**config.mk**
```make
export PLATFORM = sky130hd
export DESIGN_NAME = bin_to_bcd_seq
export DESIGN_NICKNAME = d
export VERILOG_FILES = /design/src/rtl/bcd_pkg.sv /design/src/rtl/bcd_add3.sv /design/src/rtl/bin_to_bcd_seq.sv
export SDC_FILE = /design/constraint.sdc
export NUM_CORES = 1
export LEC_CHECK = 0
export BUFFER_PORTS_ARGS = -buffer_cell sky130_fd_sc_hd__buf_4
export CORE_MARGIN = 3
export CORE_UTILIZATION = 59
export CTS_BUF_LIST = sky130_fd_sc_hd__clkbuf_2
export DETAILED_ROUTE_END_ITERATION = 12
export PLACE_DENSITY = 0.87
export SYNTH_ARGS = -nofsm -noshare
export SYNTH_HDL_FRONTEND = slang
export SYNTH_SLANG_ARGS = --single-unit
export TNS_END_PERCENT = 30
```
**constraint.sdc**
```tcl
create_clock -name i_clk -period 2 [get_ports i_clk]
set_input_delay 0.2 -clock i_clk [delete_from_list [all_inputs] [get_ports i_clk]]
set_output_delay 0.2 -clock i_clk [all_outputs]
set_load 0.005 [all_outputs]
```
**src/rtl/bcd_pkg.sv**
```systemverilog
// bcd_pkg: shared constants, state encoding and decimal-range helper for the BCD converter
package bcd_pkg;
  localparam int BCD_NIBBLE = 4;
  localparam logic [3:0] BCD_SAT_NIBBLE = 4'h9;
  typedef enum logic [1:0] {S_IDLE, S_SHIFT, S_DONE} state_t;
  function automatic int max_decimal(input int digits);
    int p;
    p = 1;
    for (int i = 0; i < digits; i++) p = p * 10;
    return p - 1;
  endfunction
endpackage

```
**src/rtl/bcd_add3.sv**
```systemverilog
// bcd_add3: double-dabble digit corrector, adds 3 to any digit of 5 or more
module bcd_add3 (
  input  logic [3:0] din,
  output logic [3:0] dout
);
  assign dout = din >= 4'd5 ? din + 4'd3 : din;
endmodule

```
**src/rtl/bin_to_bcd_seq.sv**
```systemverilog
// bin_to_bcd_seq: sequential double-dabble binary to packed BCD converter with saturation on overflow
module bin_to_bcd_seq
  import bcd_pkg::*;
#(
  parameter int WIDTH  = 14,
  parameter int DIGITS = 4
) (
  input  logic                         i_clk,
  input  logic                         i_reset,
  input  logic [WIDTH-1:0]             i_bin,
  input  logic                         i_start,
  output logic                         o_busy,
  output logic                         o_done,
  output logic [BCD_NIBBLE*DIGITS-1:0] o_bcd,
  output logic                         o_overflow
);
  localparam int BW = BCD_NIBBLE * DIGITS;
  localparam int CW = $clog2(WIDTH + 1);
  localparam logic [31:0] MAX_DEC = 32'(max_decimal(DIGITS));
  state_t           state;
  logic [BW-1:0]    scratch, corr;
  logic [WIDTH-1:0] bin;
  logic [CW-1:0]    cnt;
  logic             ovf;
  for (genvar d = 0; d < DIGITS; d++) begin : g_dig
    bcd_add3 u_add3 (
      .din  (scratch[d*BCD_NIBBLE +: BCD_NIBBLE]),
      .dout (corr[d*BCD_NIBBLE +: BCD_NIBBLE])
    );
  end
  always_ff @(posedge i_clk) begin
    if (i_reset) begin
      state      <= S_IDLE;
      o_busy     <= 1'b0;
      o_done     <= 1'b0;
      o_bcd      <= '0;
      o_overflow <= 1'b0;
      scratch    <= '0;
      bin        <= '0;
      cnt        <= '0;
      ovf        <= 1'b0;
    end else begin
      case (state)
        S_IDLE: begin
          o_done <= 1'b0;
          o_busy <= i_start;
          if (i_start) begin
            bin     <= i_bin;
            scratch <= '0;
            cnt     <= CW'(WIDTH);
            ovf     <= 32'(i_bin) > MAX_DEC;
            state   <= S_SHIFT;
          end
        end
        S_SHIFT: begin
          scratch <= BW'({corr, bin[WIDTH-1]});
          bin     <= bin << 1;
          cnt     <= cnt - CW'(1);
          if (cnt == CW'(1)) state <= S_DONE;
        end
        S_DONE: begin
          o_bcd      <= ovf ? {DIGITS{BCD_SAT_NIBBLE}} : scratch;
          o_overflow <= ovf;
          o_done     <= 1'b1;
          o_busy     <= 1'b1;
          state      <= S_IDLE;
        end
        default: state <= S_IDLE;
      endcase
    end
  end
endmodule

```
======== Word level (Yosys, flattened, before mapping) ========
Index checks and enable logic that the tools add are counted.
word-level totals
  flip-flop bits (word level) ............. 56
  input port bits ......................... 17
  output and inout port bits .............. 19
  word-level logic and storage cells ...... 46
cells by class
  add/subtract/negate cells ............... 5
  magnitude comparators ................... 5
  equality and inequality tests ........... 5
  mux-type cells .......................... 16
  reductions and logical operators ........ 6
operators with widths
  cell                                                   count
  two-way mux 16 bit                                     2
  one-hot mux 16 bit (2 select lines)                    1
  one-hot mux 14 bit (2 select lines)                    1
  >= comparator 4 x 3 -> 1 bit, second input constant    4
  two-way mux 4 bit                                      4
  greater-than comparator 14 bit, second input constant  1
  two-way mux 14 bit                                     1
  adder 4 x 2 -> 4 bit, second input constant            3
  one-hot mux 4 bit (2 select lines)                     1
  AND reduction 2 bit                                    3
  equality test 4 x 1 -> 1 bit, second input constant    1
  two-way mux 2 bit                                      2
  != test 2 bit, second input constant                   2
  one-hot mux 1 bit (2 select lines)                     2
  one-hot mux 2 bit (2 select lines)                     1
  nonzero test 2 bit                                     2
  subtractor 4 x 1 -> 4 bit, second input constant       1
  adder 3 x 2 -> 3 bit, second input constant            1
  two-way mux 3 bit                                      1
  equality test 2 x 1 -> 1 bit, second input constant    1
  equality test 2 bit, second input constant             1
  logical NOT 2 bit                                      1

======== Logic depth before layout (Yosys ltp) ========
Gate-level depths: netlist of the first run.
  depth in word-level cells ............... 3
  depth in mapped cells ................... 6
  mapped depth without buffers ............ 6

======== By module ========
Synthesis of the first run repeated with hierarchy kept, for this count alone.
unflattened totals
  cells, all modules ...................... 317
  area, all modules ....................... 2772.7 µm²
modules (own cells, without submodules)
  module          times used  cells an instance  area an instance (µm²)  sequential area each (µm²)
  bin_to_bcd_seq  1           253                2367.3                  1121.1
  bcd_add3        4           16                 101.3                   0.0

======== Worst setup path before layout of the first run ========
OpenSTA, ideal clock, no wires.
  kind .................................... reg-to-reg
  from .................................... register state[0]
  to ...................................... register scratch[10]
  arrival time ............................ 1.314 ns
  path slack .............................. 0.569 ns
  cell stages (with the launch flop) ...... 7
  buffers on the path ..................... 2
  path through ............................ dfxtp_1 > buf_4 > or3b_4 > nand2_4 > nor2_2 > buf_6 > a22o_1
on the way
  longest elaborated chain between the ends .. 3
  elaborated cells between the ends (all ways) .. 6
ends and longest elaborated chain
  item                                                                         line                  RTL
  start: declaration                                                           bin_to_bcd_seq.sv:20  state_t state;
  start signal: assignment                                                     bin_to_bcd_seq.sv:33  state <= S_IDLE;
  start signal: assignment                                                     bin_to_bcd_seq.sv:52  state <= S_SHIFT;
  start signal: assignment                                                     bin_to_bcd_seq.sv:59  if (cnt == CW'(1)) state <= S_DONE;
  equality test 2 x 1 -> 1 bit / logical NOT 2 bit (equally long branches)     bin_to_bcd_seq.sv:43  case (state)
  nonzero test 2 bit (no source line) / != test 2 bit (equally long branches)  n/a
  AND reduction 2 bit (no source line)                                         n/a
  end signal: assignment                                                       bin_to_bcd_seq.sv:56  scratch <= BW'({corr, bin[WIDTH-1]});
  end: declaration                                                             bin_to_bcd_seq.sv:21  logic [BW-1:0] scratch, corr;
Parallel ways exist; a longest one is shown, timed or not.
A chain may end at the register's enable or synchronous reset.

======== Worst setup path in the final report of the first run ========
  from .................................... register state[0]
  to ...................................... register scratch[6]
The elaborated chain is that of the path after synthesis.

==> impl_metrics.yaml, run 1 <==
status:
  status: "finished, final reports clean"
floorplan:
  row_count: 23
  io_pins: 36
  fp.dieH_um: 71.63
  start_util_pct: 62.19
  die-area_um2: 5131
  fp.coreArea_um2: 4086
  die_w_um: 71.63
critical_path:
  path_cells: "or3b_4 -> nand2_4 -> nor2_2 -> a22o_1"
  cp_max_fo: 25
  worstSetupStartpointType: "register"
  worst_setup_path_end_kind: "register"
  crit_slowest_cell: "dfxtp_1"
  arrival_ns: 2.08
  critPathMaxStageDelay_ns: 0.47
  path_class: "reg -> reg"
  crit_required_ns: 2.38
  rr_worst_depth: 4
  r2r_start: "state[0]$_SDFFE_PP0P_"
  r2r_slack_ns: 0.30
  rr_endpoint: "scratch[6]$_SDFFE_PP0P_"
layout:
  layout-drive-gt1-share_pct: 18.75
  n_antenna_cell: 0
  final_nets: 362
  syn_to_final_growth_pct: 17.28
sta:
  setup_viol: 0
  hold_violations: 0
  relSlewSlack_pct: 63.16
  fmax_mhz: 588.2
  fin_crit_ns: 1.700
  layout_setup_ws_ns: 0.3000
  drv_slew: 0
  holdWs_ns: 0.02628
  post-route-period-util_pct: 85.00
  skew_ns: 0.02661
  worst_pin_slew_ns: 0.5526
  rsz0062_at_grt: "no"
  setup_tns_ns: 0
logic_synthesis:
  syn_inst: 292
  synth_top_cell_by_area: "dfxtp_1"
  yosysMostFrequentCell: "dfxtp_1"
  ys_ff_latch: 56
  synth_cell_types: 35
  synth_nets: 319
  netlist_area_um2: 2541
  yosysWarnings: 0
  synth_area_per_cell_um2: 8.703
  synth_top_area_share_pct: 44.12
  synth_flop_cell: "dfxtp_1"
  async_flop_share_pct: 0
  synth_edf_count: 0
  yosys-top-cells-area: "dfxtp_1 44%, nand2_1 5.9%, nor2_1 5.0%"
  synth.yosys.seq_area_share_pct: 44.12
  synth_common_cells: "56 x dfxtp_1, 40 x nand2_1, 34 x nor2_1, 24 x a21oi_1, 23 x nor3_1"
clocking:
  h-tree-depth: 2
  clk_pin_slew_worst_paths_ns: 0.29
  cts.path.max_buffers: 2
  post_cts_resized: 0
  cts_buffers: 5
  cts_tree: "yes"
  worstSkewPairLatency_ns: 0.47
  cts.sinks: 56
  cts-root-buf: "clkbuf_2"
place:
  hpwl_um: 3667
  routabilityCongestion: 0.7730
  io_buffers: 35
  place_ws_ns: 0.3679
detailed_routing:
  dr_wl_met3_um: 310
  route.detailed.drc: 0
  vias: 2156
  vias_per_cell: 5.585
  post_drt_wl_per_cell_um: 13.80
  drt-met1-wl_um: 2407
  drt_iter0_drc: 149
  dr.max_layer_used: "met4"
  wl_met2_um: 2493
  antenna_left: 0
  wl_um: 5325
  dr.pass1.iters: 5
global_routing:
  antenna_found_initial: 0
  grt_max_degree: 31
  grt_pass1_wl_um: 8749
  grt-ovfl-total: 0
  first_global_vias: 1918
  grtUsageTotal_pct: 21.52
worst_hold_path:
  min_path_type: "in -> reg"
  worstHoldPathCells: 3
  hold_path_startpoint: "i_bin[4]"
  worstHoldEndpoint: "bin[4]$_SDFFE_PP0P_"
flow_run:
  drv_cap: 0
power_and_ir_drop:
  p_leak_uw: 0.001186
  cellPowerDensity_nw_per_um2: 645.5
  ir_drop_mv: 0.4144
==> timing repair <==
action,4_1_cts,5_1_grt
hold endpoints to repair,6,7
setup buffers,0,0
hold buffers,6,5
==> worst max-delay path by stage <==
stage                          startpoint  slack, ns  depth (start not counted)                        to
finish              state[0]$_SDFFE_PP0P_       0.30                          4   scratch[6]$_SDFFE_PP0P_
global route        state[0]$_SDFFE_PP0P_       0.20                          5   scratch[7]$_SDFFE_PP0P_
CTS                 state[0]$_SDFFE_PP0P_       0.32                          4   scratch[6]$_SDFFE_PP0P_
floorplan           state[0]$_SDFFE_PP0P_       0.57                          6  scratch[10]$_SDFFE_PP0P_
global placement    state[0]$_SDFFE_PP0P_       0.41                          4   scratch[2]$_SDFFE_PP0P_
detailed placement  state[0]$_SDFFE_PP0P_       0.37                          4   scratch[6]$_SDFFE_PP0P_
==> critical path: cells and delay by family (launching register included) <==
family           cells  cell delay (ns)
flip-flops           1             0.47
AND/OR/NAND/NOR      3             0.87
AO/OA/AOI/OAI        1             0.26
==> placed cells by master (no fill, tap or decap) <==
cell            n
nor3b_2         1
nor2b_1         2
dfxtp_1        56
o21ai_0         7
nand2b_4        1
inv_1          10
or3b_4          1
nand4b_1        1
a211oi_1        2
clkinv_1        1
nor2_1         34
clkbuf_2        5
nand2b_1        5
mux2i_1         4
xnor2_1         4
nor4_1          2
dlygate4sd3_1  11
nand2_4         1
o21ai_1         1
nand3_1         6
nor2_2          1
ha_1           10
a311oi_2        8
nor3_1         23
clkinvlp_4      2
buf_4          43
nand3b_1        5
nand2_1        40
a311oi_1        4
a22oi_1         2
xor2_1          4
a21oi_1        24
or3_1           4
a22o_1         11
==> where the power goes <==
group | switching (uW) | internal (uW)
clock | 358 | 80.5
sequential | 39.0 | 1170
combinational | 155 | 122
total | 553 | 1370
==> routing by layer <==
layer | GRT usage [%] | vias up
met2 | 35.31 | 62
li1 | - | 1094
met1 | 27.88 | 990
met4 | 8.142 | 0
met5 | 0 | -
met3 | 4.488 | 10
==> area by class of cell <==
cell class,instances,area [um^2]
clock buffer,5,25.02
sequential,56,1121
timing repair buffer,54,432.9
multi-input combinational,208,1282
fill,314,1106
inverter,10,37.54
tap,50,62.56
clock inverter,3,18.77
==> sequential cells by signal, summed over array words and instances (netlist names) <==
signal	cells
state	2
o_bcd	16
o_done	1
o_busy	1
o_overflow	1
cnt	4
ovf	1
bin	14
scratch	16
==> cell families (layout without fill, tap and decap cells) <==
logic type	count (synthesis)	in the layout	synth area share [%]
xor gates and xnor gates	8	8	2.757
DFF	56	56	44.12
muxes	4	4	1.576
AOI/OAI and AO/OA	59	59	17.38
and+or+nand+nor	127	127	23.83
adders and majority gates	10	10	4.924
buffers and inverters	28	72	5.416
==> per-stage QoR <==
step / util, % / instances / cell area (um^2) / power [uW]
final: 72.93 / 386 / 2980 / 1924
after global placement: 69.17 / 367 / 2826 / 1474
after global routing: 72.93 / 386 / 2980 / 2015
after floorplan: - / 292 / 2541 / 1416
after CTS: 71.71 / 381 / 2930 / 1920
after detailed placement: 69.17 / 367 / 2826 / 1485
Power figures use the tool's default switching activity.
==> inputs of run 2 (changes only) <==
--- a/config.mk
+++ b/config.mk
@@ -5,12 +5,13 @@
 export SDC_FILE = /design/constraint.sdc
 export NUM_CORES = 1
 export LEC_CHECK = 0
-export BUFFER_PORTS_ARGS = -buffer_cell sky130_fd_sc_hd__buf_4
 export CORE_MARGIN = 3
-export CORE_UTILIZATION = 59
+export CORE_UTILIZATION = 65
 export CTS_BUF_LIST = sky130_fd_sc_hd__clkbuf_2
 export DETAILED_ROUTE_END_ITERATION = 12
-export PLACE_DENSITY = 0.87
+export DONT_BUFFER_PORTS = 1
+export GPL_TIMING_DRIVEN = 0
+export PLACE_DENSITY = 0.86
 export SYNTH_ARGS = -nofsm -noshare
 export SYNTH_HDL_FRONTEND = slang
 export SYNTH_SLANG_ARGS = --single-unit
==> run 2 against run 1 <==
Against the previous run:
- register-to-register slack improved by 0.05 ns
- sequential power is essentially flat
- final area fell by 5.2%
- total power is 5.6% higher
- critical path type unchanged
- largest cell class unchanged
- largest power group unchanged
==> impl_metrics.yaml, run 2 (synthesis gave the netlist of run 1 again) <==
layout:
  top_regs: "o_bcd (16), scratch (16), bin (14)"
  n_antenna_cell: 0
  final_nets: 342
  seqCellArea_um2: 1121
  layout_common_cells: "56 x dfxtp_1, 40 x nand2_1, 34 x nor2_1"
  final_common_cell: "dfxtp_1"
  syn_to_final_growth_pct: 11.13
  finalNonFillerCells: 364
  fillers: 271
  multi_input_area_um2: 1282
  layout-drive-gt1-share_pct: 8.861
place:
  routabilityCongestion: 0.8138
  place_ws_ns: 0.4078
  hpwl_um: 3900
  io_buffers: 0
  place_inst: 340
global_routing:
  antenna_found_initial: 0
  grt_max_degree: 17
  first_global_vias: 2157
  met1_usage_pct: 31.99
  met3_usage_pct: 6.807
  grt_pass1_wl_um: 9618
  grt-ovfl-total: 0
  grtUsageTotal_pct: 27.54
  busiest_layer: "met2"
  met2_usage_pct: 47.79
power_and_ir_drop:
  cellPowerDensity_nw_per_um2: 719.6
  seqPwrFrac_pct: 59.0
  ir_drop_mv: 0.4410
  p_leak_uw: 0.001056
  power.switching_uw: 545.1
  internal_power_uw: 1487
  clkPwrFrac_pct: 26.9
  combPwrFrac_pct: 14.1
  p_sw_share_pct: 26.82
critical_path:
  arrival_ns: 2.03
  rr_endpoint: "bin[8]$_SDFFE_PP0P_"
  crit_slowest_cell: "dfxtp_1"
  r2r_slack_ns: 0.35
  worstSetupStartpointType: "register"
  critPathMaxStageDelay_ns: 0.52
  rr_worst_depth: 4
  r2r_start: "state[1]$_SDFFE_PP0P_"
  path_class: "reg -> reg"
  crit_required_ns: 2.39
  path_cells: "nand2b_4 -> clkbuf_1 -> nand2_1 -> a311oi_2"
  worst_setup_path_end_kind: "register"
  cp_max_fo: 10
floorplan:
  io_pins: 36
  fp.coreArea_um2: 3716
  die_w_um: 68.53
  row_count: 22
  die-area_um2: 4696
  fp.dieH_um: 68.53
  start_util_pct: 68.38
worst_hold_path:
  hold_path_startpoint: "i_start"
  worstHoldEndpoint: "cnt[2]$_SDFFE_PP0P_"
  worstHoldPathCells: 2
  min_path_type: "in -> reg"
sta:
  layout_setup_ws_ns: 0.3534
  holdWs_ns: 0.07722
  post-route-period-util_pct: 82.33
  fin_crit_ns: 1.647
  worst_pin_slew_ns: 0.7232
  fmax_mhz: 607.3
  drv_slew: 0
  hold_violations: 0
  relSlewSlack_pct: 51.79
  setup_tns_ns: 0
  rsz0062_at_grt: "no"
  setup_viol: 0
  skew_ns: 0.01420
detailed_routing:
  route.detailed.drc: 0
  dr.pass1.iters: 4
  wl_um: 5766
  vias: 2137
  post_drt_wl_per_cell_um: 15.84
  antenna_left: 0
  drt_iter0_drc: 128
  vias_per_cell: 5.871
flow_run:
  drv_cap: 0
clocking:
  cts_tree: "yes"
  cts_buffers: 5
  h-tree-depth: 2
  cts-root-buf: "clkbuf_2"
  clk_pin_slew_worst_paths_ns: 0.26
  cts.path.max_buffers: 2
  worstSkewPairLatency_ns: 0.45
  cts.sinks: 56
status:
  status: "finished, final reports clean"
[run 2: changes by cell type in the layout (fill, tap and decap cells not counted), sizes merged]
cell         previous run  this run
buf                    43        10
clkbuf                  5        13
dlygate4sd3            11        16
clkinvlp                2         0
bufinv                  0         1
clkinv                  1         2
[run 2: worst max path at each step]
stage,from,to,slack [ns],depth (start not counted)
after CTS,state[0]$_SDFFE_PP0P_,bin[2]$_SDFFE_PP0P_,0.35,5
final,state[1]$_SDFFE_PP0P_,bin[8]$_SDFFE_PP0P_,0.35,4
after floorplan,state[0]$_SDFFE_PP0P_,scratch[10]$_SDFFE_PP0P_,0.57,6
after global routing,state[1]$_SDFFE_PP0P_,bin[8]$_SDFFE_PP0P_,0.21,4
after global placement,state[1]$_SDFFE_PP0P_,bin[5]$_SDFFE_PP0P_,0.46,4
after detailed placement,state[1]$_SDFFE_PP0P_,bin[3]$_SDFFE_PP0P_,0.41,4
[run 2: timing repair]
action | CTS | global route
endpoints found under the hold margin | 17 | 0
buffers inserted | 0 | 0
hold buffers | 16 | 0
gates resized for setup | 0 | 0
[run 2: final cells by class]
cell class                 count  area share (%)
sequential                    56           39.70
inverter                      10           1.329
tap                           48           2.127
timing repair buffer          16           5.671
multi-input combinational    208           45.41
buffer                        18           3.545
clock buffer                   5          0.8861
clock inverter                 3           1.329
[run 2: metal layers]
layer  wire length [um]  part of all wire (%)
met3                307                   5.3
met5                  0                     0
met2               2911                    50
met4                 93                   1.6
met1               2453                    43
[run 2: power by group through the flow]
stage / clock network (uW) / registers [uW] / logic [uW]
floorplan: 0 / 1210 / 204
global placement: 0 / 1220 / 247
detailed placement: 0 / 1220 / 256
CTS: 553 / 1200 / 282
global route: 586 / 1210 / 314
finish: 547 / 1200 / 286
[run 2: per-stage QoR]
step | utilization, % | total power [uW] | area (um^2)
3_5_place_dp | 70.00 | 1476 | 2601
5_1_grt | 75.99 | 2108 | 2824
6_report | 75.99 | 2032 | 2824
4_1_cts | 75.99 | 2035 | 2824
2_1_floorplan | - | 1416 | 2541
3_3_place_gp | 70.00 | 1465 | 2601
[run 2: worst max-delay path: cells and delay by family, from the launching register on]
family	cells	cell delay, ns
AND/OR/NAND/NOR	2	0.38
AO/OA/AOI/OAI	1	0.29
buffers and inverters	1	0.40
flip-flops	1	0.52
==> inputs of run 3 (changes only) <==
==> constraint.sdc (replaced) <==
create_clock -name i_clk -period 1.57 [get_ports i_clk]
set_input_delay 0.157 -clock i_clk [delete_from_list [all_inputs] [get_ports i_clk]]
set_output_delay 0.157 -clock i_clk [all_outputs]
set_load 0.005 [all_outputs]
==> run 3 against run 2 <==
Against the previous run:
- the flow now finishes with violations (negative setup slack)
- global-route usage about the same
- largest cell class unchanged
- die area unchanged
- setup slack worse by 0.38 ns
- non-clock buffer count up 6
- largest power group unchanged
- critical path type unchanged
- clock-buffer cell count unchanged
- sequential share of layout area down 1.7 points
- highest routed layer unchanged
- combinational power up 51%
- first-iteration DRC count up 67%
==> impl_metrics.yaml, run 3 (synthesis gave the netlist of run 1 again) <==
status:
  status: "finished, violations left"
  violations: "negative setup slack"
layout:
  fillers: 246
  fin_util_pct: 79.63
  layout_common_cells: "54 x dfxtp_1, 40 x nand2_1, 33 x nor2_1"
  n_antenna_cell: 0
  finalNonFillerCells: 370
  top_regs: "o_bcd (16), scratch (16), bin (14)"
  layout-drive-gt1-share_pct: 13.66
  final_nets: 348
  final_common_cell: "dfxtp_1"
  syn_to_final_growth_pct: 16.45
detailed_routing:
  vias_per_cell: 6.000
  dr.max_layer_used: "met4"
  wl_met2_um: 3185
  wl_um: 6406
  drt-met1-wl_um: 2551
  dr_wl_met3_um: 521
  dr.pass1.iters: 4
  antenna_left: 0
  post_drt_wl_per_cell_um: 17.31
  vias: 2220
  route.detailed.drc: 0
  drt_iter0_drc: 214
global_routing:
  antenna_found_initial: 0
  grt-ovfl-total: 0
  grt_max_degree: 17
  grt_pass1_wl_um: 9611
  grtUsageTotal_pct: 27.58
  first_global_vias: 2163
critical_path:
  cp_max_fo: 10
  path_class: "reg -> reg"
  worst_setup_path_end_kind: "register"
  worstSetupStartpointType: "register"
  r2r_slack_ns: -0.03
  arrival_ns: 1.99
  crit_required_ns: 1.96
sta:
  skew_ns: 0.01322
  fin_crit_ns: 1.596
  holdWs_ns: 0.02056
  worst_pin_slew_ns: 0.7476
  setup_viol: 2
  layout_setup_ws_ns: -0.02624
  relSlewSlack_pct: 50.16
  drv_slew: 0
  hold_violations: 0
  fmax_mhz: 626.5
  rsz0062_at_grt: "yes"
  post-route-period-util_pct: 101.7
power_and_ir_drop:
  cellPowerDensity_nw_per_um2: 904.7
  p_leak_uw: 0.001108
  total_power_uw: 2677
  ir_drop_mv: 0.8690
clocking:
  h-tree-depth: 2
  cts.path.max_buffers: 2
  cts_buffers: 5
  worstSkewPairLatency_ns: 0.47
  clk_pin_slew_worst_paths_ns: 0.26
  cts_tree: "yes"
  cts.sinks: 56
  cts-root-buf: "clkbuf_2"
floorplan:
  start_util_pct: 68.38
  fp.coreArea_um2: 3716
  fp.dieH_um: 68.53
  die-area_um2: 4696
  row_count: 22
  io_pins: 36
  die_w_um: 68.53
worst_hold_path:
  min_path_type: "in -> reg"
place:
  place_inst: 340
  routabilityCongestion: 0.8138
  io_buffers: 0
  hpwl_um: 3900
  place_ws_ns: -0.02222
flow_run:
  drv_cap: 0
[run 3: power breakdown]
group	switching (uW)	internal [uW]	total, uW
logic	245	188	433
registers	44.8	1490	1530
clock network	451	259	710
[run 3: cell type report]
type	instances	area, um^2	share of cell area (%)
Multi-Input combinational cell	208	1336	45.16
Sequential cell	56	1124	37.97
Timing Repair Buffer	22	226.5	7.653
Buffer	18	112.6	3.805
Tap cell	48	60.06	2.030
Clock inverter	3	37.54	1.268
Inverter	10	37.54	1.268
Clock buffer	5	25.02	0.8457
[run 3: path summary, 6_finish.rpt]
path | from | depth (start not counted) | endpoint
worst min register to register | bin[13]$_SDFFE_PP0P_ | 2 | scratch[0]$_SDFFE_PP0P_
worst max-delay path | state[0]$_SDFFE_PP0P_ | 5 | bin[12]$_SDFFE_PP0P_
worst max register to register | state[0]$_SDFFE_PP0P_ | 5 | bin[12]$_SDFFE_PP0P_
worst min-delay path | i_bin[12] | 4 | ovf$_SDFFE_PP0P_
[run 3: per-stage QoR]
stage	TNS, ns	instance area, um^2
2_1_floorplan	0	2541
3_3_place_gp	0	2601
3_5_place_dp	-0.02222	2601
4_1_cts	-0.01008	2829
5_1_grt	-0.2967	2959
6_report	-0.04659	2959
[run 3: routing by layer]
metal	GRT usage [%]	vias to the layer above
met5	0	-
met4	12.16	0
met3	6.969	17
met2	47.68	93
met1	31.89	1037
li1	-	1073
[run 3: worst max-delay path: stages (launching register included)]
cell and delay, ns:
dfxtp_2 0.40, buf_6 0.11, nor2b_2 0.30, buf_2 0.31, nand2_1 0.12, a311oi_2 0.28
[run 3: timing repair]
| action | 4_1_cts | 5_1_grt |
|---|---|---|
| resized for setup | 3 | 17 |
| hold buffers | 16 | 1 |
| gates cloned | 0 | 3 |
| buffers inserted | 0 | 2 |
| setup endpoints to repair | 16 | 29 |
| endpoints found under the hold margin | 17 | 1 |
| pin swaps | 0 | 24 |
